==> config.mk <==
export PLATFORM = sky130hd
export DESIGN_NAME = div_arbiter
export DESIGN_NICKNAME = d
export VERILOG_FILES = /design/src/rtl/div_pkg.sv /design/src/rtl/SRTDivider.sv /design/src/rtl/rr_picker.sv /design/src/rtl/div_arbiter.sv
export SDC_FILE = /design/constraint.sdc
export NUM_CORES = 1
export LEC_CHECK = 0
export CAP_MARGIN = 20
export CORE_UTILIZATION = 57
export DETAILED_ROUTE_END_ITERATION = 6
export PLACE_DENSITY_LB_ADDON = 0.15
export RECOVER_POWER = 50
export SYNTH_ARGS = -nofsm -noshare
export SYNTH_HDL_FRONTEND = slang
export SYNTH_SLANG_ARGS = --single-unit
export TNS_END_PERCENT = 1
==> constraint.sdc <==
create_clock -name clk -period 7.5 [get_ports clk]
set_clock_uncertainty 0.2 [all_clocks]
set_input_delay 1.875 -clock clk [delete_from_list [all_inputs] [get_ports clk]]
set_output_delay 1.875 -clock clk [all_outputs]
set_load 0.1 [all_outputs]
==> src/rtl/div_pkg.sv <==
// Shared types for the divider arbiter: top-level FSM states and divider core phases.
// Latency: none (types only).
// Backpressure: not applicable.
package div_pkg;

  typedef enum logic [2:0] {
    ST_IDLE,
    ST_CLEAR,
    ST_LAUNCH,
    ST_WAIT,
    ST_RESP
  } arb_state_e;

  typedef enum logic [2:0] {
    PH_IDLE,
    PH_PREP,
    PH_ITER,
    PH_FIX,
    PH_DONE
  } div_phase_e;

endpackage

==> src/rtl/SRTDivider.sv <==
// Iterative radix-2 divider on operand magnitudes; quotient sign applied combinationally from x/y.
// Latency: start -> done is N+3 cycles, or 2 cycles for a zero divisor; done holds until reset.
// Backpressure: none; x, y and signedInput must stay stable from start until the result is taken.
module SRTDivider #(
  parameter int N = 32
) (
  input  logic         clk,
  input  logic         reset,
  input  logic         start,
  input  logic [N-1:0] x,
  input  logic [N-1:0] y,
  input  logic         signedInput,
  output logic [N-1:0] q,
  output logic [N-1:0] r,
  output logic         done,
  output logic         divByZeroEx
);
  import div_pkg::*;

  localparam int CW = $clog2(N + 1);

  div_phase_e   r_phase, w_phase_nxt;
  logic [N-1:0] r_quo, r_div, r_rem, r_qmag, r_rmag;
  logic         r_dbz;
  logic [CW-1:0] r_cnt;
  logic [N-1:0] w_ax, w_ay;
  logic [N:0]   w_sh, w_diff;
  logic         w_neg;

  assign w_ax   = (signedInput && x[N-1]) ? (~x + N'(1)) : x;
  assign w_ay   = (signedInput && y[N-1]) ? (~y + N'(1)) : y;
  assign w_neg  = signedInput && (x[N-1] ^ y[N-1]);
  assign w_sh   = {r_rem, r_quo[N-1]};
  assign w_diff = w_sh - {1'b0, r_div};

  // phase register
  always_ff @(posedge clk) begin
    if (reset) r_phase <= PH_IDLE;
    else       r_phase <= w_phase_nxt;
  end

  // phase sequencing; a zero divisor skips the iterations entirely
  always_comb begin
    w_phase_nxt = r_phase;
    case (r_phase)
      PH_IDLE: if (start) w_phase_nxt = PH_PREP;
      PH_PREP: w_phase_nxt = (w_ay == '0) ? PH_DONE : PH_ITER;
      PH_ITER: if (r_cnt == CW'(N - 1)) w_phase_nxt = PH_FIX;
      PH_FIX:  w_phase_nxt = PH_DONE;
      default: w_phase_nxt = r_phase;
    endcase
  end

  // shift-subtract datapath: one quotient bit per ITER cycle
  always_ff @(posedge clk) begin
    if (reset) begin
      r_quo  <= '0;
      r_div  <= '0;
      r_rem  <= '0;
      r_cnt  <= '0;
      r_qmag <= '0;
      r_rmag <= '0;
      r_dbz  <= 1'b0;
    end else begin
      case (r_phase)
        PH_PREP: begin
          r_quo  <= w_ax;
          r_div  <= w_ay;
          r_rem  <= '0;
          r_cnt  <= '0;
          r_dbz  <= (w_ay == '0);
          r_qmag <= '1;
          r_rmag <= w_ax;
        end
        PH_ITER: begin
          r_cnt <= r_cnt + CW'(1);
          if (!w_diff[N]) begin
            r_rem <= w_diff[N-1:0];
            r_quo <= {r_quo[N-2:0], 1'b1};
          end else begin
            r_rem <= w_sh[N-1:0];
            r_quo <= {r_quo[N-2:0], 1'b0};
          end
        end
        PH_FIX: begin
          r_qmag <= r_quo;
          r_rmag <= r_rem;
        end
        default: ;
      endcase
    end
  end

  assign done        = (r_phase == PH_DONE);
  assign divByZeroEx = done && r_dbz;
  assign q           = w_neg ? (~r_qmag + N'(1)) : r_qmag;
  assign r           = r_rmag;

endmodule

==> src/rtl/rr_picker.sv <==
// Round-robin winner: first asserted valid at or above the pointer, wrapping around.
// Latency: purely combinational.
// Backpressure: none; the caller decides whether the winner is accepted.
module rr_picker #(
  parameter int NREQ = 4
) (
  input  logic [NREQ-1:0]         i_valid,
  input  logic [$clog2(NREQ)-1:0] i_ptr,
  output logic                    o_vld,
  output logic [$clog2(NREQ)-1:0] o_idx
);
  localparam int IW = $clog2(NREQ);

  logic [2*NREQ-1:0] w_dbl;
  logic [NREQ-1:0]   w_rot;
  logic [IW-1:0]     w_off;
  logic [IW:0]       w_sum;

  // doubling the vector lets a plain shift act as a rotate by ptr
  assign w_dbl = {i_valid, i_valid};
  assign w_rot = NREQ'(w_dbl >> i_ptr);

  // lowest set bit of the rotated vector is the nearest requester at or above ptr
  always_comb begin
    w_off = '0;
    for (int i = NREQ - 1; i >= 0; i--) begin
      if (w_rot[i]) w_off = IW'(i);
    end
  end

  assign w_sum = {1'b0, i_ptr} + {1'b0, w_off};
  assign o_vld = |i_valid;
  assign o_idx = (w_sum >= (IW+1)'(NREQ)) ? IW'(w_sum - (IW+1)'(NREQ)) : w_sum[IW-1:0];

endmodule

==> src/rtl/div_arbiter.sv <==
// Shares one divider among NREQ requesters, round-robin, one operation in flight.
// Latency: accept -> rsp_valid is N+6 cycles, or 5 cycles for a zero divisor.
// Backpressure: req_ready only in IDLE; result held in RESP until rsp_ready.
module div_arbiter #(
  parameter int N    = 32,
  parameter int NREQ = 4
) (
  input  logic                    clk,
  input  logic                    rst,
  input  logic [NREQ-1:0]         req_valid,
  output logic [NREQ-1:0]         req_ready,
  input  logic [NREQ*N-1:0]       req_x,
  input  logic [NREQ*N-1:0]       req_y,
  input  logic [NREQ-1:0]         req_signed,
  output logic                    rsp_valid,
  input  logic                    rsp_ready,
  output logic [$clog2(NREQ)-1:0] rsp_id,
  output logic [N-1:0]            rsp_q,
  output logic [N-1:0]            rsp_r,
  output logic                    rsp_dbz,
  output logic                    busy
);
  import div_pkg::*;

  localparam int IW = $clog2(NREQ);

  arb_state_e    r_state, w_state_nxt;
  logic [IW-1:0] r_ptr, r_owner, r_id;
  logic [N-1:0]  r_x, r_y, r_q, r_r;
  logic          r_sgn, r_dbz;
  logic          w_gnt_vld, w_accept;
  logic [IW-1:0] w_gnt_idx;
  logic [N-1:0]  w_sel_x, w_sel_y;
  logic          w_sel_s;
  logic          w_div_rst, w_div_start, w_div_done, w_div_dbz;
  logic [N-1:0]  w_div_q, w_div_r;

  rr_picker #(.NREQ(NREQ)) u_pick (
    .i_valid (req_valid),
    .i_ptr   (r_ptr),
    .o_vld   (w_gnt_vld),
    .o_idx   (w_gnt_idx)
  );

  // CLEAR gives every operation a freshly reset divider
  assign w_div_rst = rst || (r_state == ST_CLEAR);

  SRTDivider #(.N(N)) u_div (
    .clk         (clk),
    .reset       (w_div_rst),
    .start       (w_div_start),
    .x           (r_x),
    .y           (r_y),
    .signedInput (r_sgn),
    .q           (w_div_q),
    .r           (w_div_r),
    .done        (w_div_done),
    .divByZeroEx (w_div_dbz)
  );

  // operand mux for the granted requester
  always_comb begin
    w_sel_x = '0;
    w_sel_y = '0;
    w_sel_s = 1'b0;
    for (int i = 0; i < NREQ; i++) begin
      if (w_gnt_idx == IW'(i)) begin
        w_sel_x = req_x[i*N +: N];
        w_sel_y = req_y[i*N +: N];
        w_sel_s = req_signed[i];
      end
    end
  end

  // state register
  always_ff @(posedge clk) begin
    if (rst) r_state <= ST_IDLE;
    else     r_state <= w_state_nxt;
  end

  // next state and handshake outputs; everything quiet while rst is high
  always_comb begin
    w_state_nxt = r_state;
    req_ready   = '0;
    busy        = 1'b0;
    rsp_valid   = 1'b0;
    w_div_start = 1'b0;
    w_accept    = 1'b0;
    if (!rst) begin
      busy = (r_state != ST_IDLE);
      case (r_state)
        ST_IDLE: begin
          if (w_gnt_vld) begin
            req_ready[w_gnt_idx] = 1'b1;
            w_accept             = req_valid[w_gnt_idx];
            w_state_nxt          = ST_CLEAR;
          end
        end
        ST_CLEAR:  w_state_nxt = ST_LAUNCH;
        ST_LAUNCH: begin
          w_div_start = 1'b1;
          w_state_nxt = ST_WAIT;
        end
        ST_WAIT:   if (w_div_done) w_state_nxt = ST_RESP;
        ST_RESP: begin
          rsp_valid = 1'b1;
          if (rsp_ready) w_state_nxt = ST_IDLE;
        end
        default:   w_state_nxt = ST_IDLE;
      endcase
    end
  end

  // operand capture on accept, result capture when the divider finishes
  always_ff @(posedge clk) begin
    if (rst) begin
      r_ptr   <= '0;
      r_owner <= '0;
      r_x     <= '0;
      r_y     <= '0;
      r_sgn   <= 1'b0;
      r_q     <= '0;
      r_r     <= '0;
      r_dbz   <= 1'b0;
      r_id    <= '0;
    end else begin
      if (w_accept) begin
        r_x     <= w_sel_x;
        r_y     <= w_sel_y;
        r_sgn   <= w_sel_s;
        r_owner <= w_gnt_idx;
        r_ptr   <= (w_gnt_idx == IW'(NREQ - 1)) ? '0 : w_gnt_idx + IW'(1);
      end
      if (r_state == ST_WAIT && w_div_done) begin
        r_q   <= w_div_q;
        r_r   <= w_div_r;
        r_dbz <= w_div_dbz;
        r_id  <= r_owner;
      end
    end
  end

  assign rsp_dbz = rsp_valid && r_dbz;
  assign rsp_q   = rst ? '0 : r_q;
  assign rsp_r   = rst ? '0 : r_r;
  assign rsp_id  = rst ? '0 : r_id;

endmodule
; Yosys cells after proc, flatten, opt, wreduce, memory -nomap -nowiden
; Index checks and enable logic that the tools add are counted.
[word_totals]
in_bits = 267
ff_bits = 309
output_inout_bits = 73
[op_classes]
muxes = 54
n_shift = 1
magnitude_cmp = 3
n_eq_ne = 17
bitwise = 4
reduce_logical = 19
add_sub_neg = 8
[op_table]
columns = operator, n
row1 = 2-to-1 mux 32 bit, 14
row2 = one-hot mux 32 bit (2 select lines), 4
row3 = "adder 32 x 1 -> 32 bit, second input constant", 3
row4 = NOT 32 bit, 3
row5 = subtractor 33 x 32 -> 33 bit, 1
row6 = logical NOT 32 bit, 1
row7 = 2-to-1 mux 3 bit, 6
row8 = 2-to-1 mux 1 bit, 15
row9 = one-hot mux 3 bit (5 select lines), 1
row10 = 2-to-1 mux 2 bit, 7
row11 = "equality test 3 x 2 -> 1 bit, second input constant", 4
row12 = 2-to-1 mux 4 bit, 3
row13 = one-hot mux 3 bit (4 select lines), 1
row14 = one-hot mux 6 bit (2 select lines), 1
row15 = "inequality test 2 x 1 -> 1 bit, second input constant", 4
row16 = right shift 8 x 2 -> 4 bit, 1
row17 = logical AND 1 bit, 7
row18 = "adder 6 x 1 -> 6 bit, second input constant", 1
row19 = "equality test 3 x 1 -> 1 bit, second input constant", 2
row20 = "equality test 3 bit, second input constant", 2
row21 = "equality test 6 x 5 -> 1 bit, second input constant", 1
row22 = logical NOT 3 bit, 2
row23 = AND reduction 3 bit, 2
row24 = "equality test 2 bit, second input constant", 2
row25 = 17 further kinds, 18

; Longest topological paths before layout
; Gate-level depths: netlist of the first run.
[depth]
word_depth = 15
depth_mapped = 16

; Hierarchy
; From an unflattened synthesis of the first run, not the netlist that was laid out.
[hier_totals]
cells_unflattened = 2318
area_unflattened_um2 = 18166.2
[by_module_without_submodules]
columns = module, area_per_inst_um2, seq_area_each_um2, cells_per_inst, n_inst
row1 = SRTDivider, 10766.6, 3403.3, 1402, 1
row2 = div_arbiter, 7220.7, 2782.7, 889, 1
row3 = rr_picker, 178.9, 0.0, 27, 1

; Least setup slack after synthesis of the first run
; OpenSTA, ideal clock, no wires.
[synth_timing]
path_kind = input to output
start = in req_valid[2]
end = out req_ready[1]
stages = 9
slack_ns = 0.880
required_ns = 5.425
arrival_ns = 4.545
path_cell_list = or2_1 -> maj3_1 -> nor2_1 -> a221o_1 -> xor2_1 -> ha_1 -> clkbuf_1 -> buf_1 -> and2_1
[synth_via]
elab_chain_cells = 15
word_cells_on_any_way = 18
cone_classes = 2 x add/sub / 3 x order compare / 1 x shift / 10 x mux / 2 x reduce/logical
[synth_lines]
columns = element, line_no
row1 = "start, declared", div_arbiter.sv:10  ; input logic [NREQ-1:0] req_valid,
row2 = right shift 8 x 2 -> 4 bit, rr_picker.sv:21  ; assign w_rot = NREQ'(w_dbl >> i_ptr);
row3 = 2-to-1 mux 2 bit (4 in a row), rr_picker.sv:27  ; if (w_rot[i]) w_off = IW'(i);
row4 = adder 2 x 2 -> 3 bit, rr_picker.sv:31  ; assign w_sum = {1'b0, i_ptr} + {1'b0, w_off};
row5 = greater-or-equal comparator 3 bit / subtractor 2 x 1 -> 2 bit (equally long branches), rr_picker.sv:33  ; assign o_idx = (w_sum >= (IW+1)'(NREQ)) ? IW'(w_sum - (IW+1)'(NREQ)) : w_sum[IW-1:0];
row6 = 2-to-1 mux 2 bit, rr_picker.sv:33
row7 = < comparator 2 x 3 -> 1 bit (not written as such) / greater-or-equal comparator 2 x 1 -> 1 bit (equally long branches), div_arbiter.sv:94  ; req_ready[w_gnt_idx] = 1'b1;
row8 = logical AND 1 bit (not written as such), div_arbiter.sv:94
row9 = 2-to-1 mux 1 bit (not written as such), div_arbiter.sv:94
row10 = demux 1 bit (select 2 bit), div_arbiter.sv:94
row11 = 2-to-1 mux 4 bit (*), div_arbiter.sv:93  ; if (w_gnt_vld) begin
row12 = 2-to-1 mux 4 bit (*), div_arbiter.sv:91  ; case (r_state)
row13 = 2-to-1 mux 4 bit (*), div_arbiter.sv:89  ; if (!rst) begin
row14 = "end, declared", div_arbiter.sv:11  ; output logic [NREQ-1:0] req_ready,
; Every way passes the cells marked *; elsewhere a longest branch is shown, timed or not.

; Final worst setup path of the first run
[layout_timing]
start = in req_valid[2]
end = out req_ready[2]
[layout_via]
elab_chain_cells = 15
word_cells_on_any_way = 18
cone_classes = 2 x add/sub / 3 x order compare / 1 x shift / 10 x mux / 2 x reduce/logical
[layout_lines]
columns = element, line_no
row1 = right shift 8 x 2 -> 4 bit (*), rr_picker.sv:21
row2 = 2-to-1 mux 2 bit (3 in a row), rr_picker.sv:27
row3 = 2-to-1 mux 2 bit (*), rr_picker.sv:27
row4 = adder 2 x 2 -> 3 bit (*), rr_picker.sv:31
row5 = greater-or-equal comparator 3 bit / subtractor 2 x 1 -> 2 bit (equally long branches), rr_picker.sv:33
row6 = 2-to-1 mux 2 bit (*), rr_picker.sv:33
row7 = named net u_pick.o_idx[1], rr_picker.sv:10  ; output logic [$clog2(NREQ)-1:0] o_idx
row8 = < comparator 2 x 3 -> 1 bit (not written as such) / greater-or-equal comparator 2 x 1 -> 1 bit (equally long branches), div_arbiter.sv:94
row9 = logical AND 1 bit (not written as such), div_arbiter.sv:94
row10 = 2-to-1 mux 1 bit (not written as such), div_arbiter.sv:94
row11 = demux 1 bit (select 2 bit) (*), div_arbiter.sv:94
row12 = 2-to-1 mux 4 bit (*), div_arbiter.sv:93
row13 = 2-to-1 mux 4 bit (*), div_arbiter.sv:91
row14 = 2-to-1 mux 4 bit (*), div_arbiter.sv:89
; Mark *: on every way through the listed nets, which the timed path passes. The rest lies on a longest branch.

==> flow_summary.toml, run 1 <==
[route]
wl_um = 58700
drt_iter0_drc = 1626
drt-pass1-iter-count = 7
vias = 18500
wl_per_cell_um = 19.3
antenna_left = 0
drc_errors = 8
viasPerCell = 6.08

[critical_path]
r2r_cells = 5
max_stage_delay_ps = 650
slowest_stage = "dlygate4sd3_1"
crit_path_start_kind = "input port"
crit_cells = 10
crit_arrival_ps = 4730
crit_start = "req_valid[2]"
critPathCapture = "req_ready[2]"
path_max_fanout = 35
r2r-start = "u_div.r_phase[1]$_SDFFE_PP0P_"
worstPathCellList = "dlygate4sd3_1 -> or2_1 -> maj3_1 -> nor2_1 -> a221o_1 -> xor2_1 -> inv_1 -> ha_4 -> and2_1 -> buf_12"
critical_path_class = "input port to primary output"
path_buf_inv = 3
critical-path-top-delay-family = "buffers and inverters"
r2r-end = "u_div.r[31]$_SDFFE_PP0N_"
ff2ff_setup_slack_ps = 1150
end_kind = "primary output"
cp.required_ps = 5430

[sta]
maxSlewHeadroom_pct = -143
tightestPinTransition_ps = 3640
setup_viol = 0
drv_slew = 400
fin_tns_setup_ps = 0
hold_viol_final = 0
fin_crit_sh_pct = 90.7
finalWorstSetupSlack_ps = 698
rsz0062_at_grt = "no"
clock.fmax_mhz = 147
period_needed_ps = 6800
hold_ws_ps = 249

[outcome]
violations = "design-rule violations, max-capacitance violations, max-slew violations"
status = "complete, but fails checks"

[clock_network]
cts_made_buffers = 31
postCtsHoldBufs = 0
worstSkewPairLatency_ps = 590
tritoncts = "done"
clock_path_buffers = 3
cts.sinks = 309
cts_resized = 0
htree_levels = 1
cts_root_buffer = "clkbuf_16"
clkTransAtPathRegs_ps = 60
cts_setup_buffers = 0

[global_routing]
grt_pass1_vias = 16900
gr-total-overflow = 0
grt_use_total_pct = 34.7
grt_pass1_wl_um = 90900
antenna_found_initial = 3
grt_max_degree = 128

[pwr]
internal-power_mw = 3.28
p_total_mw = 4.90
pwr_density_cell_mw_per_mm2 = 218
clkPwrFrac_pct = 34.4
power_switching_mw = 1.63
leakage_nw = 8.01
pwr-share-seq_pct = 36.4
ir_drop_mv = 0.168
p_comb_share_pct = 29.2
swShare_pct = 33.2

[floorplan]
io_pins = 340
start_util_pct = 58.4
core_mm2 = 0.0309
rows = 64
dieArea_mm2 = 0.0324
die_h_um = 180
die_w_um = 180

[synth]
yosys_warnings = 0
syn-instance-count = 2426
ys_types = 72
syn_area_mm2 = 0.0180
synth_ff_type = "dfxtp_1"
yosysTopAreaCell = "dfxtp_1"
synth_nets = 2736
synth_top_area_share_pct = 34.3
yosys_register_bits = 309
synth.area.top_cells = "dfxtp_1 34%, nor2_1 7.9%, a21oi_1 7.7%, a211oi_1 5.6%, nand2_1 5.0%"
synth_edf_count = 0
async_flop_share_pct = 0
ys_seq_area_share_pct = 34.3
synth_area_per_cell_um2 = 7.44

[placement]
placed_area_mm2 = 0.0214
port_buffers = 339
gp_congestion = 0.986
dp.final_hpwl_um = 44600
post-place-ws_ps = 796
placed_cells = 2980

[finish]
final_cells = 3040
nets = 2927
drive_gt1_share_pct = 4.05
syn2layout_area_growth_pct = 24.7
fin_area_mm2 = 0.0225
n_fill_cell = 2487
fin_util_pct = 72.8

[worst_hold_path]
min-delay-start = "r_r[22]$_SDFFE_PP0P_"
hold_path_depth = 2
worstHoldPathType = "flop to flop"

[run]
max_cap_violations = 6
==> power by group through the flow <==
| stage | clock (mW) | sequential, mW | combinational (mW) |
|---|---|---|---|
| 5_1_grt | 1.77 | 1.79 | 1.57 |
| 3_5_place_dp | 0 | 1.82 | 1.41 |
| 2_1_floorplan | 0 | 1.77 | 1.03 |
| 6_report | 1.69 | 1.78 | 1.43 |
| 4_1_cts | 1.69 | 1.78 | 1.42 |
| 3_3_place_gp | 0 | 1.81 | 1.38 |
==> kinds of logic after synthesis <==
| family | Yosys count | share of synthesized area, % |
|---|---|---|
| buffers and inverters | 291 | 6.19 |
| AO/OA/AOI/OAI | 752 | 26.9 |
| adder cells (fa/ha/maj) | 44 | 3.08 |
| flip-flops | 309 | 34.3 |
| AND/OR/NAND/NOR | 872 | 21.6 |
| XOR/XNOR | 116 | 5.63 |
| multiplexers | 42 | 2.36 |
==> cells in the final DEF, fill, tap and decap left out, drive strengths merged, types with 12 or more instances in the layout <==
| cell | count |
|---|---|
| inv | 90 |
| a311oi | 31 |
| nor3 | 40 |
| dfxtp | 309 |
| clkdlybuf4s50 | 333 |
| a211oi | 134 |
| buf | 22 |
| nand2 | 240 |
| nor2 | 379 |
| xnor2 | 64 |
| mux2i | 37 |
| a22oi | 97 |
| o21ai | 66 |
| a21oi | 277 |
| ha | 42 |
| and2 | 12 |
| a21o | 16 |
| nor2b | 73 |
| a31oi | 47 |
| clkbuf | 48 |
| xor2 | 52 |
| nand3 | 47 |
| nor4 | 12 |
| o31ai | 18 |
==> worst register-to-register path, delay by kind of cell, from the launching register on <==
family / cells / cell delay, ps
compound gates: 1 / 360
buf+inv: 2 / 3160
flops: 1 / 310
simple gates: 2 / 2220
==> sequential cells by signal (all words and copies together), names as in the netlist <==
name and cells:
u_div.r_qmag 32, u_div.r_cnt 6, u_div.r 32, r_dbz 1, r_x 32, u_div.r_phase 3
r_owner 2, r_id 2, u_div.r_dbz 1, r_sgn 1, r_state 3, u_div.r_quo 32
u_div.r_rem 32, r_y 32, r_r 32, u_div.r_div 32, r_ptr 2, r_q 32
==> worst min-delay path by stage <==
stage / to
floorplan: r_q[13]$_SDFFE_PP0P_
global placement: r_q[13]$_SDFFE_PP0P_
detailed placement: r_r[2]$_SDFFE_PP0P_
CTS: r_r[2]$_SDFFE_PP0P_
global route: r_r[7]$_SDFFE_PP0P_
finish: r_r[22]$_SDFFE_PP0P_
==> metal layers <==
metal  global-route usage, %  vias up  routed length [um]
li1                        -     8968                   -
met1                    45.0     8581               24200
met2                    58.2      811               27800
met3                    4.66      119                4280
met4                    13.9        2                2390
met5                       0        -                  13
==> cell usage after synthesis (4+ instances only) <==
library cell    n
nor2_1        379
nor3b_1         8
o211ai_1        7
xnor2_1        64
or2_2           8
buf_2           8
a21o_1         16
and3_1          7
inv_1          88
nand4_1         7
a21oi_1       277
a31oi_1        47
a22oi_1        97
ha_1           42
o21a_1          7
or3_1           6
a211oi_1      134
nand3_1        47
nor3_1         39
o41ai_1         4
and2_1         11
o311ai_0        4
mux2i_1        37
mux2_2          5
or4_1           5
o21bai_1        7
xor2_1         52
nor4b_1         6
clkbuf_1      178
nor4_1         10
o31ai_1        18
nor2b_1        73
dfxtp_1       309
buf_1          15
a311oi_1       31
o21ai_0        65
a41oi_1         6
nand2_1       240
nand2b_1        8
==> cell type report <==
| class | instances | area [um^2] | area share, % |
|---|---|---|---|
| Clock buffer | 43 | 891 | 3.96 |
| Sequential cell | 309 | 6190 | 27.5 |
| Tap cell | 396 | 495 | 2.20 |
| Clock inverter | 15 | 219 | 0.973 |
| Antenna cell | 2 | 5.00 | 0.0222 |
| Timing Repair Buffer | 361 | 3570 | 15.9 |
| Multi-Input combinational cell | 1826 | 10800 | 48.0 |
| Inverter | 88 | 330 | 1.47 |
(Power assumes the default switching activity.)
==> inputs of run 2 (changes only) <==
--- a/config.mk
+++ b/config.mk
@@ -6,7 +6,9 @@
 export NUM_CORES = 1
 export LEC_CHECK = 0
 export CAP_MARGIN = 20
+export CORE_ASPECT_RATIO = 2
 export CORE_UTILIZATION = 57
+export CTS_CLUSTER_DIAMETER = 30
 export DETAILED_ROUTE_END_ITERATION = 6
 export PLACE_DENSITY_LB_ADDON = 0.15
 export RECOVER_POWER = 50
==> run 2 against run 1 <==
The flow finishes with violations (max-capacitance violations, max-slew violations). Register-to-register slack improved by 1400 ps. Total power is 6.8% higher. Routed wire length increased by 4.0%. Sequential cell count stayed put. Setup slack gained 210 ps. Clock power is 19% higher. Highest routed layer is now met4.
==> flow_summary.toml, run 2 (synthesis results as in run 1) <==
[critical_path]
max_stage_delay_ps = 650
critical_path_class = "input port to primary output"
critical-path-top-delay-family = "buffers and inverters"
worstPathCellList = "dlygate4sd3_1 -> or2_1 -> maj3_1 -> nor2_1 -> a221o_1 -> xor2_1 -> inv_1 -> ha_4 -> and2_1 -> buf_12"
path_max_fanout = 8
cp.required_ps = 5430
path_buf_inv = 3
slowest_stage = "dlygate4sd3_1"
ff2ff_setup_slack_ps = 2540
end_kind = "primary output"
r2r_cells = 7
crit_path_start_kind = "input port"
crit_arrival_ps = 4520
crit_cells = 10

[worst_hold_path]
hold_path_depth = 2
worstHoldPathType = "flop to flop"

[sta]
clock.fmax_mhz = 152
maxSlewHeadroom_pct = -124
fin_crit_sh_pct = 87.9
fin_tns_setup_ps = 0
hold_viol_final = 0
drv_slew = 298
tightestPinTransition_ps = 3360
setup_viol = 0
rsz0062_at_grt = "no"
period_needed_ps = 6600

[floorplan]
core_mm2 = 0.0310
die_w_um = 128
rows = 91
start_util_pct = 58.3
io_pins = 340
dieArea_mm2 = 0.0324
die_h_um = 254

[pwr]
swShare_pct = 33.6
leakage_nw = 8.17
pwr_density_cell_mw_per_mm2 = 229
p_total_mw = 5.24
ir_drop_mv = 0.181
clkPwrFrac_pct = 38.5
p_comb_share_pct = 27.4
power_switching_mw = 1.76
pwr-share-seq_pct = 34.2
internal-power_mw = 3.48

[clock_network]
postCtsHoldBufs = 0
clock_path_buffers = 3
htree_levels = 2
cts_made_buffers = 39
cts_resized = 0
cts_setup_buffers = 0
cts_root_buffer = "clkbuf_16"
worstSkewPairLatency_ps = 560
clkTransAtPathRegs_ps = 70
tritoncts = "done"
cts.sinks = 309

[run]
max_cap_violations = 5

[route]
vias = 18400
drc_errors = 0
wl_per_cell_um = 19.8
wl_um = 61100
viasPerCell = 5.98
antenna_left = 0
met3_length_um = 2960
wl_met1_um = 20400
drt_iter0_drc = 1398
drt-pass1-iter-count = 5
highest_layer = "met4"
met2WireLength_um = 31700

[global_routing]
grt_use_total_pct = 37.5
grt_max_degree = 104
antenna_found_initial = 7
grt_pass1_vias = 17700
gr-total-overflow = 0
grt_pass1_wl_um = 93700

[placement]
gp_congestion = 0.962
port_buffers = 339
dp.final_hpwl_um = 46800

[finish]
layout_commonest_cell = "nor2_1"
fin_util_pct = 73.9
final_cell_mix = "377 x nor2_1, 333 x clkdlybuf4s50_1, 308 x dfxtp_1"
syn2layout_area_growth_pct = 26.9
nets = 2938
drive_gt1_share_pct = 4.93

[outcome]
status = "complete, but fails checks"
violations = "max-capacitance violations, max-slew violations"
==> run 2: layer usage <==
layer	GRT usage, %	vias to the layer above
met5	0	-
met4	33.5	0
met3	5.24	217
met2	69.9	696
met1	34.9	8503
li1	-	9005
==> run 2: cell type report <==
| type | count | area (um^2) |
|---|---|---|
| fill | 2517 | 8070 |
| tap | 418 | 523 |
| clock buffer | 46 | 1070 |
| antenna | 7 | 17.5 |
| sequential | 309 | 6190 |
| inverter | 88 | 330 |
| multi-input combinational | 1826 | 10800 |
| timing repair buffer | 364 | 3600 |
| clock inverter | 25 | 354 |
==> run 2: worst min-delay path, delay by kind of cell (launching register included) <==
family	cells	cell delay, ps
flip-flops	1	310
AND/OR/NAND/NOR	1	50
AO/OA/AOI/OAI	1	50
==> run 2: per-stage QoR <==
stage	area [um^2]	hold slack (ps)	setup WS, ps	std cells
floorplan	18000	227	880	2426
finish	22900	251	904	3083
global placement	21500	237	1080	3005
global route	22900	274	617	3083
CTS	22900	254	1020	3076
detailed placement	21500	243	1030	3005
==> run 2: path summary, 6_finish.rpt <==
kind                            startpoint              endpoint
max reg2reg  u_div.r_phase[2]$_SDFFE_PP0P_  r_r[24]$_SDFFE_PP0P_
min reg2reg           r_r[15]$_SDFFE_PP0P_  r_r[15]$_SDFFE_PP0P_
max                           req_valid[2]          req_ready[3]
min                   r_r[15]$_SDFFE_PP0P_  r_r[15]$_SDFFE_PP0P_
==> run 2: power by group through the flow <==
stage          Combinational [mW]  Sequential (mW)  Clock (mW)
2_1_floorplan                1.03             1.77           0
3_3_place_gp                 1.40             1.82           0
6_report                     1.43             1.79        2.01
3_5_place_dp                 1.42             1.82           0
5_1_grt                      1.58             1.79        2.10
4_1_cts                      1.42             1.78        2.02
